File: src/rtl/bcast_fork.sv
// rtl/bcast_fork.sv - one-to-many broadcast fork holding one word until every destined channel has taken it.
// Optional BCAST_FORK_MASK_EN adds a per-word dst_mask selecting which channels receive the word.
module bcast_fork #(
  parameter int OUT  = 4,
  parameter int DATA = 16
) (
  input  logic                     clk,
  input  logic                     reset_,
  input  logic                     in_valid,
  output logic                     in_ready,
  input  logic [DATA-1:0]          in_data,
`ifdef BCAST_FORK_MASK_EN
  input  logic [OUT-1:0]           dst_mask,
`endif
  output logic [OUT-1:0]           out_valid,
  input  logic [OUT-1:0]           out_ready,
  output logic [OUT-1:0][DATA-1:0] out_data,
  output logic                     busy
);

  logic [OUT-1:0]  pend_q, pend_d;
  logic [OUT-1:0]  fire;
  logic [OUT-1:0]  dest;
  logic [DATA-1:0] buf_q, buf_d;
  logic            accept;

  assign fire     = pend_q & out_ready;
  // Ready as soon as every owed channel is done or finishing now, so a new word can load with no bubble.
  assign in_ready = ((pend_q & ~fire) == '0);
  assign accept   = in_valid & in_ready;

`ifdef BCAST_FORK_MASK_EN
  assign dest = dst_mask;
`else
  assign dest = '1;
`endif

  always_comb begin
    pend_d = pend_q & ~fire;
    buf_d  = buf_q;
    if (accept) begin
      pend_d = dest;
      buf_d  = in_data;
    end
  end

  always_ff @(posedge clk or negedge reset_) begin
    if (!reset_) begin
      pend_q <= '0;
      buf_q  <= '0;
    end else begin
      pend_q <= pend_d;
      buf_q  <= buf_d;
    end
  end

  assign out_valid = pend_q;
  assign out_data  = {OUT{buf_q}};
  assign busy      = |pend_q;

endmodule

File: config.mk
export PLATFORM = sky130hd
export DESIGN_NAME = bcast_fork
export DESIGN_NICKNAME = d
export VERILOG_FILES = /design/src/rtl/bcast_fork.sv
export SDC_FILE = /design/constraint.sdc
export NUM_CORES = 1
export LEC_CHECK = 0
export BUFFER_PORTS_ARGS = -buffer_cell sky130_fd_sc_hd__buf_2
export CAP_MARGIN = 20
export CORE_MARGIN = 2
export CORE_UTILIZATION = 40
export CTS_CLUSTER_DIAMETER = 200
export DETAILED_ROUTE_END_ITERATION = 10
export GPL_TIMING_DRIVEN = 0
export HOLD_SLACK_MARGIN = 0.06
export PLACE_DENSITY_LB_ADDON = 0.05
export SETUP_SLACK_MARGIN = 0.05
export SLEW_MARGIN = 20
export SYNTH_ARGS = -nofsm -noshare
export SYNTH_HDL_FRONTEND = slang
export SYNTH_SLANG_ARGS = --single-unit
File: constraint.sdc
create_clock -name clk -period 1.63 [get_ports clk]
set_input_delay 0.0815 -clock clk [delete_from_list [all_inputs] [get_ports clk]]
set_output_delay 0.0815 -clock clk [all_outputs]
set_load 0.02 [all_outputs]
==> run_results.csv, run 1 <==
group,metric,value,unit
run_status,status,"finished clean",
job,maxCapViolCount,0,
synthesis,seq_area_frac_synth,40.90,%
synthesis,synth-seq-cells,20,
clocking,worstSkewPairLatency,0.29,ns
floorplan,die_x,59.31,µm
detailed_routing,via_per_inst,4.091,
detailed_routing,drt_iter0_markers,22,
cells_and_area,area_growth,57.26,%
pwr,p_leak,1.113,nW
global_routing,grt_pass1_vias,949,
floorplan,rows,20,
sta,rsz0062_at_grt,"true",
sta,period_minus_slack,1.533,ns
clocking,clkSinkCount,20,
sta,whs,0.08531,ns
floorplan,core-area,2978,µm²
worst_setup_path,worstSetupPathType,"flip-flop to flip-flop",
clocking,cts-root-buf,"clkbuf_4",
sta,slew-limit-headroom,69.68,%
clocking,cts_setup_buffers,0,
clocking,ctsResizeCount,0,
detailed_routing,drt_wl_total,2661,µm
worst_setup_path,arrival,1.71,ns
worst_setup_path,cp_max_fo,10,
pwr,irDropWorstVdd,0.001168,V
global_routing,grt_max_degree,21,
global_routing,grt_pass1_wl,4202,µm
placement,place_hpwl,1863,µm
worst_setup_path,startpoint,"out_valid[3]",
synthesis,syn-mean-instance-area,12.62,µm²
synthesis,synth.distinct_cells,10,
cells_and_area,final_cell_mix,"buf_2 (92), buf_4 (48), dfrtp_1 (18)",
synthesis,syn_nets,120,
global_routing,grt.overflow.total,0,
min_path,hp-class,"input port to flip-flop",
sta,fin_crit_sh,94.03,%
detailed_routing,antenna_left,0,
cells_and_area,antennaDiodeCount,0,
pwr,powerDensity,2253,nW/µm²
synthesis,synth_area,1224,µm²
floorplan,io_pins,93,
worst_setup_path,end_kind,"flip-flop",
worst_setup_path,worst_ep_required_time,1.81,ns
cells_and_area,fin_util,64.62,%
clocking,cts.path.max_buffers,2,
clocking,cts_tree,"done",
detailed_routing,drc,0,
sta,setup_viol,0,
pwr,power.total,4.335,mW
placement,pre_cts_ws,0.09754,ns
worst_setup_path,startpoint_type,"flip-flop",
clocking,cts_buffers,3,
detailed_routing,first_pass_iters,4,
cells_and_area,drive_gt1_share,79.52,%
cells_and_area,nets,234,
sta,layout_setup_ws,0.09730,ns
sta,final_max_slew_viol_count,0,
clocking,htreeDepth,1,
clocking,clk_pin_slew_worst_paths,0.11,ns
detailed_routing,vias,994,
sta,tightest_slew,0.4548,ns
placement,place.gp.congestion,0.6211,
sta,fmax,0.6524,GHz
min_path,min_from,"out_ready[1]",
placement,port_buffers,92,
synthesis,ys_warn_count,0,
detailed_routing,avgRoutedWirePerCell,10.95,µm
floorplan,die_area,3518,µm²
global_routing,grt_use_total,15.98,%
sta,hold_viol_final,0,
global_routing,grt_antenna_before_repair,0,
floorplan,dieHeight,59.31,µm
sta,skew,0.007966,ns
worst_setup_path,r2r-start,"out_valid[3]",
cells_and_area,final_common_cell,"buf_2",
floorplan,initial_core_util,41.09,%
synthesis,postSynthCellCount,97,
==> registers in the layout (all words and copies together), names as in the netlist <==
name / cells
buf_q: 16
out_valid: 4
==> synthesized netlist by cell type <==
| cell | number | share of area (%) |
|---|---|---|
| nor2b_1 | 2 | 1.0 |
| or4_1 | 1 | 0.61 |
| mux2_4 | 16 | 20 |
| buf_4 | 48 | 29 |
| nor2b_4 | 2 | 2.2 |
| nand2b_1 | 4 | 2.0 |
| nor4_4 | 1 | 1.7 |
| nand2_2 | 1 | 0.51 |
| buf_6 | 2 | 1.8 |
| dfrtp_1 | 20 | 41 |
==> timing repair <==
| item | in CTS | in global routing |
|---|---|---|
| endpoints found under the setup margin | 0 | 16 |
| hold endpoints to repair | 36 | 0 |
| hold buffers | 17 | 0 |
==> layout make-up <==
type,count,area [µm²]
Buffer,50,382.9
Sequential cell,20,503.0
Fill cell,253,1054
Tap cell,33,41.29
Clock buffer,4,26.28
Timing Repair Buffer,109,630.6
Multi-Input combinational cell,27,340.3
==> layer usage <==
| layer | GRT usage (%) | wire, µm |
|---|---|---|
| met5 | 0 | 0 |
| met4 | 5.844 | 17 |
| met3 | 2.838 | 156 |
| met2 | 28.73 | 1459 |
| met1 | 18.77 | 1027 |
==> power breakdown <==
part / total (mW) / internal (mW) / switching (mW) / leakage [nW]
registers: 0.972 / 0.714 / 0.258 / 0.234
clock network: 0.237 / 0.0950 / 0.142 / 0.0150
logic: 3.13 / 1.55 / 1.57 / 0.864
total: 4.34 / 2.36 / 1.97 / 1.11
==> metrics by stage <==
stage                     instance area [µm²]  TNS, ns  std cells
final                                    1924        0        243
after global routing                     1924        0        243
after CTS                                1924        0        243
after detailed placement                 1728        0        222
after global placement                   1728        0        222
after floorplan                          1226   -1.379         97
==> logic make-up (layout without fill, tap and decap cells) <==
kind of cell	count (synthesis)	in the layout	share of synthesized area [%]
buffers and inverters	50	163	31.29
flip-flops	20	20	40.90
multiplexers	16	16	19.63
AND/OR/NAND/NOR	11	11	8.180
==> worst max-delay path, stage by stage, from the launching register on <==
cell and delay, ns:
dfrtp_2 0.42, nor2b_4 0.13, nor4_4 0.30, nand2_2 0.10, buf_6 0.17, mux2_4 0.30
==> path summary, 6_finish.rpt <==
path,endpoint,slack (ns),depth (start not counted)
worst max register to register,buf_q[11],0.1,5
worst min-delay path,out_valid[1],0.09,3
worst max-delay path,buf_q[11],0.1,5
worst min register to register,buf_q[15],0.60,1
max in group asynchronous,out_valid[3],1.04,2
min in group asynchronous,buf_q[6],0.26,2
(Power assumes the default switching activity.)
==> inputs of run 2 (changes only) <==
Settings changed: CTS_CLUSTER_SIZE set to 25.
Clock period 1.63 ns to 1.5 ns, I/O delays scaled along.
==> run 2 against run 1 <==
  * The run now ends with setup timing left
  * Clock power rose by 8.9%
  * Worst setup slack got worse by 0.13 ns
  * Power rose by 9.2%
  * Via count rose by 1.3%
  * Clock skew rose by 0.00050 ns
  * Final area rose by 0.72%
  * Register-to-register slack got worse by 0.13 ns
  * Sequential share of layout area fell by 0.19 points
  * Maximum frequency barely moved
  * Global-route usage rose by 0.14 points
  * Core utilization rose by 0.46 points
  * Die area did not move
  * Critical path type unchanged
  * Highest routed layer unchanged
==> run_results.csv, run 2 (synthesis results as in run 1) <==
group,metric,value,unit
run_status,status,"complete, but fails checks",
run_status,violations,"setup timing",
floorplan,initial_core_util,41.09,%
cells_and_area,antennaDiodeCount,0,
worst_setup_path,rr_worst_depth,5,
worst_setup_path,arrival,1.71,ns
clocking,cts-root-buf,"clkbuf_4",
clocking,clkSinkCount,20,
cells_and_area,top_register,"buf_q",
cells_and_area,layoutNonFillerInstCount,244,
cells_and_area,area_growth,58.38,%
cells_and_area,fin_util,65.08,%
floorplan,core-area,2978,µm²
pwr,power.total,4.735,mW
global_routing,grt_pass1_wl,4236,µm
sta,period_minus_slack,1.534,ns
worst_setup_path,r2r_end,"buf_q[11]",
cells_and_area,final_cell_mix,"buf_2 (91), buf_4 (49), dfrtp_1 (18)",
detailed_routing,vias,1007,
cells_and_area,fill_cells,254,
worst_setup_path,worst_ep_required_time,1.68,ns
worst_setup_path,startpoint,"out_valid[3]",
placement,dpl.cell_count,222,
worst_setup_path,worstSetupPathType,"flip-flop to flip-flop",
global_routing,grt_max_degree,21,
detailed_routing,via_per_inst,4.127,
detailed_routing,drt_iter0_markers,22,
clocking,cts.path.max_buffers,2,
worst_setup_path,crit_end,"buf_q[11]",
sta,final_max_slew_viol_count,0,
pwr,irDropWorstVdd,0.001270,V
placement,place_hpwl,1863,µm
cells_and_area,final_common_cell,"buf_2",
global_routing,grt_use_total,16.12,%
global_routing,grt.overflow.total,0,
global_routing,grt_pass1_vias,956,
global_routing,grt_antenna_before_repair,0,
clocking,htreeDepth,1,
min_path,hp-class,"input port to flip-flop",
cells_and_area,largest_reg_flops,16,
clocking,clk_pin_slew_worst_paths,0.11,ns
detailed_routing,first_pass_iters,3,
sta,skew,0.008470,ns
job,maxCapViolCount,0,
detailed_routing,avgRoutedWirePerCell,10.97,µm
placement,place.gp.congestion,0.6211,
detailed_routing,drc,0,
clocking,cts_tree,"done",
sta,tightest_slew,0.4558,ns
sta,layout_setup_ws,-0.03399,ns
worst_setup_path,startpoint_type,"flip-flop",
sta,rsz0062_at_grt,"true",
worst_setup_path,reg2reg_slack,-0.03,ns
cells_and_area,nets,235,
pwr,powerDensity,2443,nW/µm²
floorplan,io_pins,93,
cells_and_area,drive_gt1_share,79.62,%
floorplan,die_x,59.31,µm
floorplan,rows,20,
sta,setup_viol,16,
pwr,p_leak,1.121,nW
floorplan,dieHeight,59.31,µm
clocking,worstSkewPairLatency,0.29,ns
clocking,cts_buffers,3,
detailed_routing,antenna_left,0,
worst_setup_path,r2r-start,"out_valid[3]",
sta,fmax,0.6519,GHz
detailed_routing,drt_wl_total,2677,µm
placement,port_buffers,92,
floorplan,die_area,3518,µm²
sta,slew-limit-headroom,69.61,%
sta,hold_viol_final,0,
worst_setup_path,end_kind,"flip-flop",
worst_setup_path,cp_max_fo,10,
sta,fin_crit_sh,102.3,%
==> run 2: changes by cell type in the layout (fill, tap and decap cells not counted) <==
cell   previous run  this run
buf_4            48        49
buf_6             2         3
buf_2            92        91
==> run 2: metrics by stage <==
stage / hold slack (ns) / area (µm²) / setup TNS (ns) / setup slack, ns
6_report: 0.07988 / 1938 / -0.3336 / -0.03399
5_1_grt: 0.06049 / 1938 / -1.703 / -0.1130
4_1_cts: 0.06856 / 1938 / -0.5577 / -0.04587
3_5_place_dp: 0.05293 / 1728 / -0.3222 / -0.03246
3_3_place_gp: 0.05696 / 1728 / -0.09318 / -0.01135
2_1_floorplan: -0.2206 / 1226 / -3.459 / -0.2203
==> run 2: worst max-delay path, stage by stage (launching register included) <==
cell and delay [ns]:
dfrtp_2 0.42, nor2b_4 0.13, nor4_4 0.30, nand2_2 0.10, buf_6 0.17, mux2_4 0.30
==> run 2: what timing repair did <==
item                                    in CTS  in global routing
gates resized for setup                      2                  0
pin swaps                                    1                  0
setup buffers                                1                  0
endpoints found under the setup margin      18                 18
endpoints found under the hold margin       36                  0
hold buffers                                17                  0
==> run 2: worst min-delay path by stage <==
stage / start / endpoint / cells after the start
floorplan: reset_ / buf_q[0] / 0
global placement: reset_ / buf_q[11] / 1
detailed placement: reset_ / buf_q[11] / 1
CTS: out_ready[1] / out_valid[1] / 3
global route: out_ready[3] / out_valid[3] / 3
finish: out_ready[1] / out_valid[1] / 3
==> run 2: layout make-up <==
type | count | area (µm²) | area share [%]
buffer | 50 | 382.9 | 19.75
clock buffer | 4 | 26.28 | 1.356
multi-input combinational | 27 | 340.3 | 17.56
sequential | 20 | 503.0 | 25.95
tap | 33 | 41.29 | 2.130
timing repair buffer | 110 | 644.4 | 33.25
==> run 2: where the power goes <==
part           total [mW]  internal, mW  switching, mW  leakage, nW
registers            1.06         0.776          0.281        0.234
clock network       0.258         0.103          0.155       0.0150
logic                3.42          1.71           1.71        0.872
==> run 2: per-layer routing <==
layer / track usage (%) / part of all wire (%)
met1: 19.04 / 38
met2: 28.89 / 55
met3: 2.838 / 5.8
met4: 5.844 / 0.64
met5: 0 / 0
==> inputs of run 3 (changes only) <==
Settings changed: ABC_AREA set to 1, PLACE_DENSITY set to 0.87, PLACE_DENSITY_LB_ADDON 0.05 to unset, SETUP_SLACK_MARGIN 0.05 to unset.
==> run 3 against run 2 <==
  * The flow now finishes without violations
  * Largest power group unchanged
  * Flip-flop and latch count did not move
  * Clock power is 8.1% lower
  * Highest routed layer unchanged
  * Critical path depth did not move
  * Critical path type is now flip-flop to output pin
==> run_results.csv, run 3 <==
group,metric,value,unit
run_status,status,"finished clean",
cells_and_area,final_cell_mix,"buf_2 (93), buf_4 (50), nand2_1 (36)",
sta,fin_crit_sh,94.29,%
cells_and_area,area_growth,60.08,%
placement,dpl.cell_count,264,
worst_setup_path,critical_path.max_stage_delay,0.41,ns
sta,skew,0.0006671,ns
synthesis,synth_top_area_share,40.94,%
synthesis,synthArstFlopShare,100.0,%
global_routing,grt_max_degree,21,
detailed_routing,via_per_inst,4.087,
worst_setup_path,cp_cell_sequence,"nand2_1 > nand2_2 > nor2_8 > buf_6 > buf_2",
worst_setup_path,cp_max_fo,10,
cells_and_area,final_cell_area,1957,µm²
worst_setup_path,worstSetupPathType,"flip-flop to output pin",
clocking,clk_pin_slew_worst_paths,0.10,ns
pwr,p_leak,1.227,nW
placement,place_hpwl,2090,µm
global_routing,grt_pass1_wl,4133,µm
cells_and_area,nets,281,
global_routing,grt_pass1_vias,1024,
synthesis,ys_warn_count,0,
placement,post_dp_cell_area,1719,µm²
sta,fmax,0.7070,GHz
pwr,powerDensity,2279,nW/µm²
cells_and_area,drive_gt1_share,61.72,%
synthesis,synth_most_common_cell,"buf_4",
detailed_routing,drt_wl_total,2921,µm
floorplan,core-area,2978,µm²
clocking,clkSinkCount,20,
pwr,irDropWorstVdd,0.0009162,V
cells_and_area,final_common_cell,"buf_2",
job,maxCapViolCount,0,
synthesis,synth_edf_count,0,
floorplan,initial_core_util,41.05,%
sta,period_minus_slack,1.414,ns
clocking,cts-root-buf,"clkbuf_4",
synthesis,synth.distinct_cells,11,
floorplan,die_area,3514,µm²
floorplan,rows,20,
global_routing,grt_antenna_before_repair,0,
global_routing,grt_use_total,15.69,%
worst_setup_path,critical_path_buf_inv_count,2,
clocking,worstSkewPairLatency,0.28,ns
placement,place.gp.congestion,0.7138,
cells_and_area,largest_reg_flops,16,
sta,slew-limit-headroom,70.00,%
cells_and_area,top_register,"buf_q",
floorplan,io_pins,93,
sta,layout_setup_ws,0.08561,ns
floorplan,die_x,59.28,µm
min_path,hp-class,"input port to flip-flop",
clocking,cts_buffers,3,
sta,whs,0.09252,ns
synthesis,synth_area,1222,µm²
sta,tightest_slew,0.4500,ns
clocking,htreeDepth,1,
sta,final_max_slew_viol_count,0,
synthesis,synthTopCellsByCount,"buf_4 (48), nand2_1 (36), dfrtp_1 (20), nand3_1 (16), nand2_2 (6)",
synthesis,syn_nets,163,
cells_and_area,layoutNonFillerInstCount,289,
clocking,cts.path.max_buffers,2,
worst_setup_path,worst_ep_required_time,1.42,ns
synthesis,synth_largest_area_cell,"dfrtp_1",
detailed_routing,antenna_left,0,
detailed_routing,first_pass_iters,4,
cells_and_area,antennaDiodeCount,0,
synthesis,synthTopCellsByArea,"dfrtp_1 (41%), buf_4 (29%), nand2_1 (11%)",
sta,setup_tns,0,ns
synthesis,synth-seq-cells,20,
worst_setup_path,end_kind,"output pin",
floorplan,dieHeight,59.28,µm
sta,rsz0062_at_grt,"false",
clocking,ctsResizeCount,0,
worst_setup_path,crit_family,"flip-flops",
detailed_routing,vias,1181,
detailed_routing,drt_iter0_markers,23,
sta,hold_viol_final,0,
clocking,cts_tree,"done",
cells_and_area,fill_cells,243,
worst_setup_path,critPathSlowestCell,"dfrtp_1",
placement,port_buffers,91,
sta,setup_viol,0,
synthesis,syn-mean-instance-area,8.732,µm²
worst_setup_path,startpoint_type,"flip-flop",
global_routing,grt.overflow.total,0,
synthesis,postSynthCellCount,140,
detailed_routing,drc,0,
placement,pre_cts_ws,0.2678,ns
synthesis,synth-main-ff-cell,"dfrtp_1",
synthesis,seq_area_frac_synth,40.94,%
detailed_routing,avgRoutedWirePerCell,10.11,µm
worst_setup_path,arrival,1.34,ns
==> run 3: cell count changes in the layout (fill, tap and decap cells not counted), moves of 3 or more <==
cell / previous run / this run
nand2_1: 0 / 36
mux2_4: 16 / 0
nand3_1: 0 / 16
nand2_2: 1 / 6
inv_1: 0 / 4
nand2b_1: 4 / 0
dlygate4sd3_1: 17 / 20
==> run 3: metal layers <==
layer / up-vias / wire length [µm] / global-route usage (%)
met5: - / 0 / 0
met1: 512 / 1148 / 15.29
met2: 51 / 1589 / 31.24
met4: 0 / 29 / 7.792
met3: 4 / 154 / 2.183
li1: 614 / - / -
==> run 3: cell families after synthesis <==
| kind of cell | synth area share, % |
|---|---|
| flops | 40.94 |
| simple gates | 24.77 |
| buf+inv | 34.29 |
==> run 3: through the flow <==
step	utilization, %	power [mW]
after floorplan	-	3.268
after global placement	57.73	4.117
after detailed placement	57.73	4.177
after CTS	65.46	4.475
after global routing	65.71	4.761
final	65.71	4.460
==> run 3: repair_timing <==
| action | in CTS | in global routing |
|---|---|---|
| setup endpoints to repair | 1 | 1 |
| buffers inserted | 1 | 1 |
| hold endpoints to repair | 39 | 0 |
| hold buffers | 20 | 0 |
| pin swaps | 1 | 0 |
==> run 3: path summary, 6_finish.rpt <==
check / depth (start not counted) / endpoint / startpoint / slack [ns]
max in group asynchronous: 2 / buf_q[1] / reset_ / 0.93
min in group asynchronous: 2 / buf_q[8] / reset_ / 0.26
min: 4 / out_valid[2] / out_ready[2] / 0.09
min reg2reg: 2 / buf_q[0] / buf_q[0] / 0.55
max reg2reg: 8 / buf_q[3] / out_valid[2] / 0.17
max: 5 / in_ready / out_valid[2] / 0.09
==> run 3: layout make-up <==
class / count / area, µm² / share of cell area [%]
inverters: 4 / 15.01 / 0.7673
repair buffers: 113 / 670.6 / 34.27
multi-input cells: 63 / 302.8 / 15.47
flip-flops and latches: 20 / 500.5 / 25.58
plain buffers: 53 / 404.1 / 20.65
clock buffers: 3 / 22.52 / 1.151
well taps: 33 / 41.29 / 2.110
==> run 3: worst register-to-register path: cells and delay by family (launching register included) <==
| family | cells | cell delay (ns) |
|---|---|---|
| and+or+nand+nor | 6 | 0.50 |
| DFF | 1 | 0.41 |
| buffers and inverters | 2 | 0.31 |
==> run 3: power breakdown <==
group | internal (mW) | total, mW | switching, mW
Clock | 0.0931 | 0.237 | 0.144
Combinational | 1.45 | 3.19 | 1.74
Sequential | 0.761 | 1.03 | 0.272
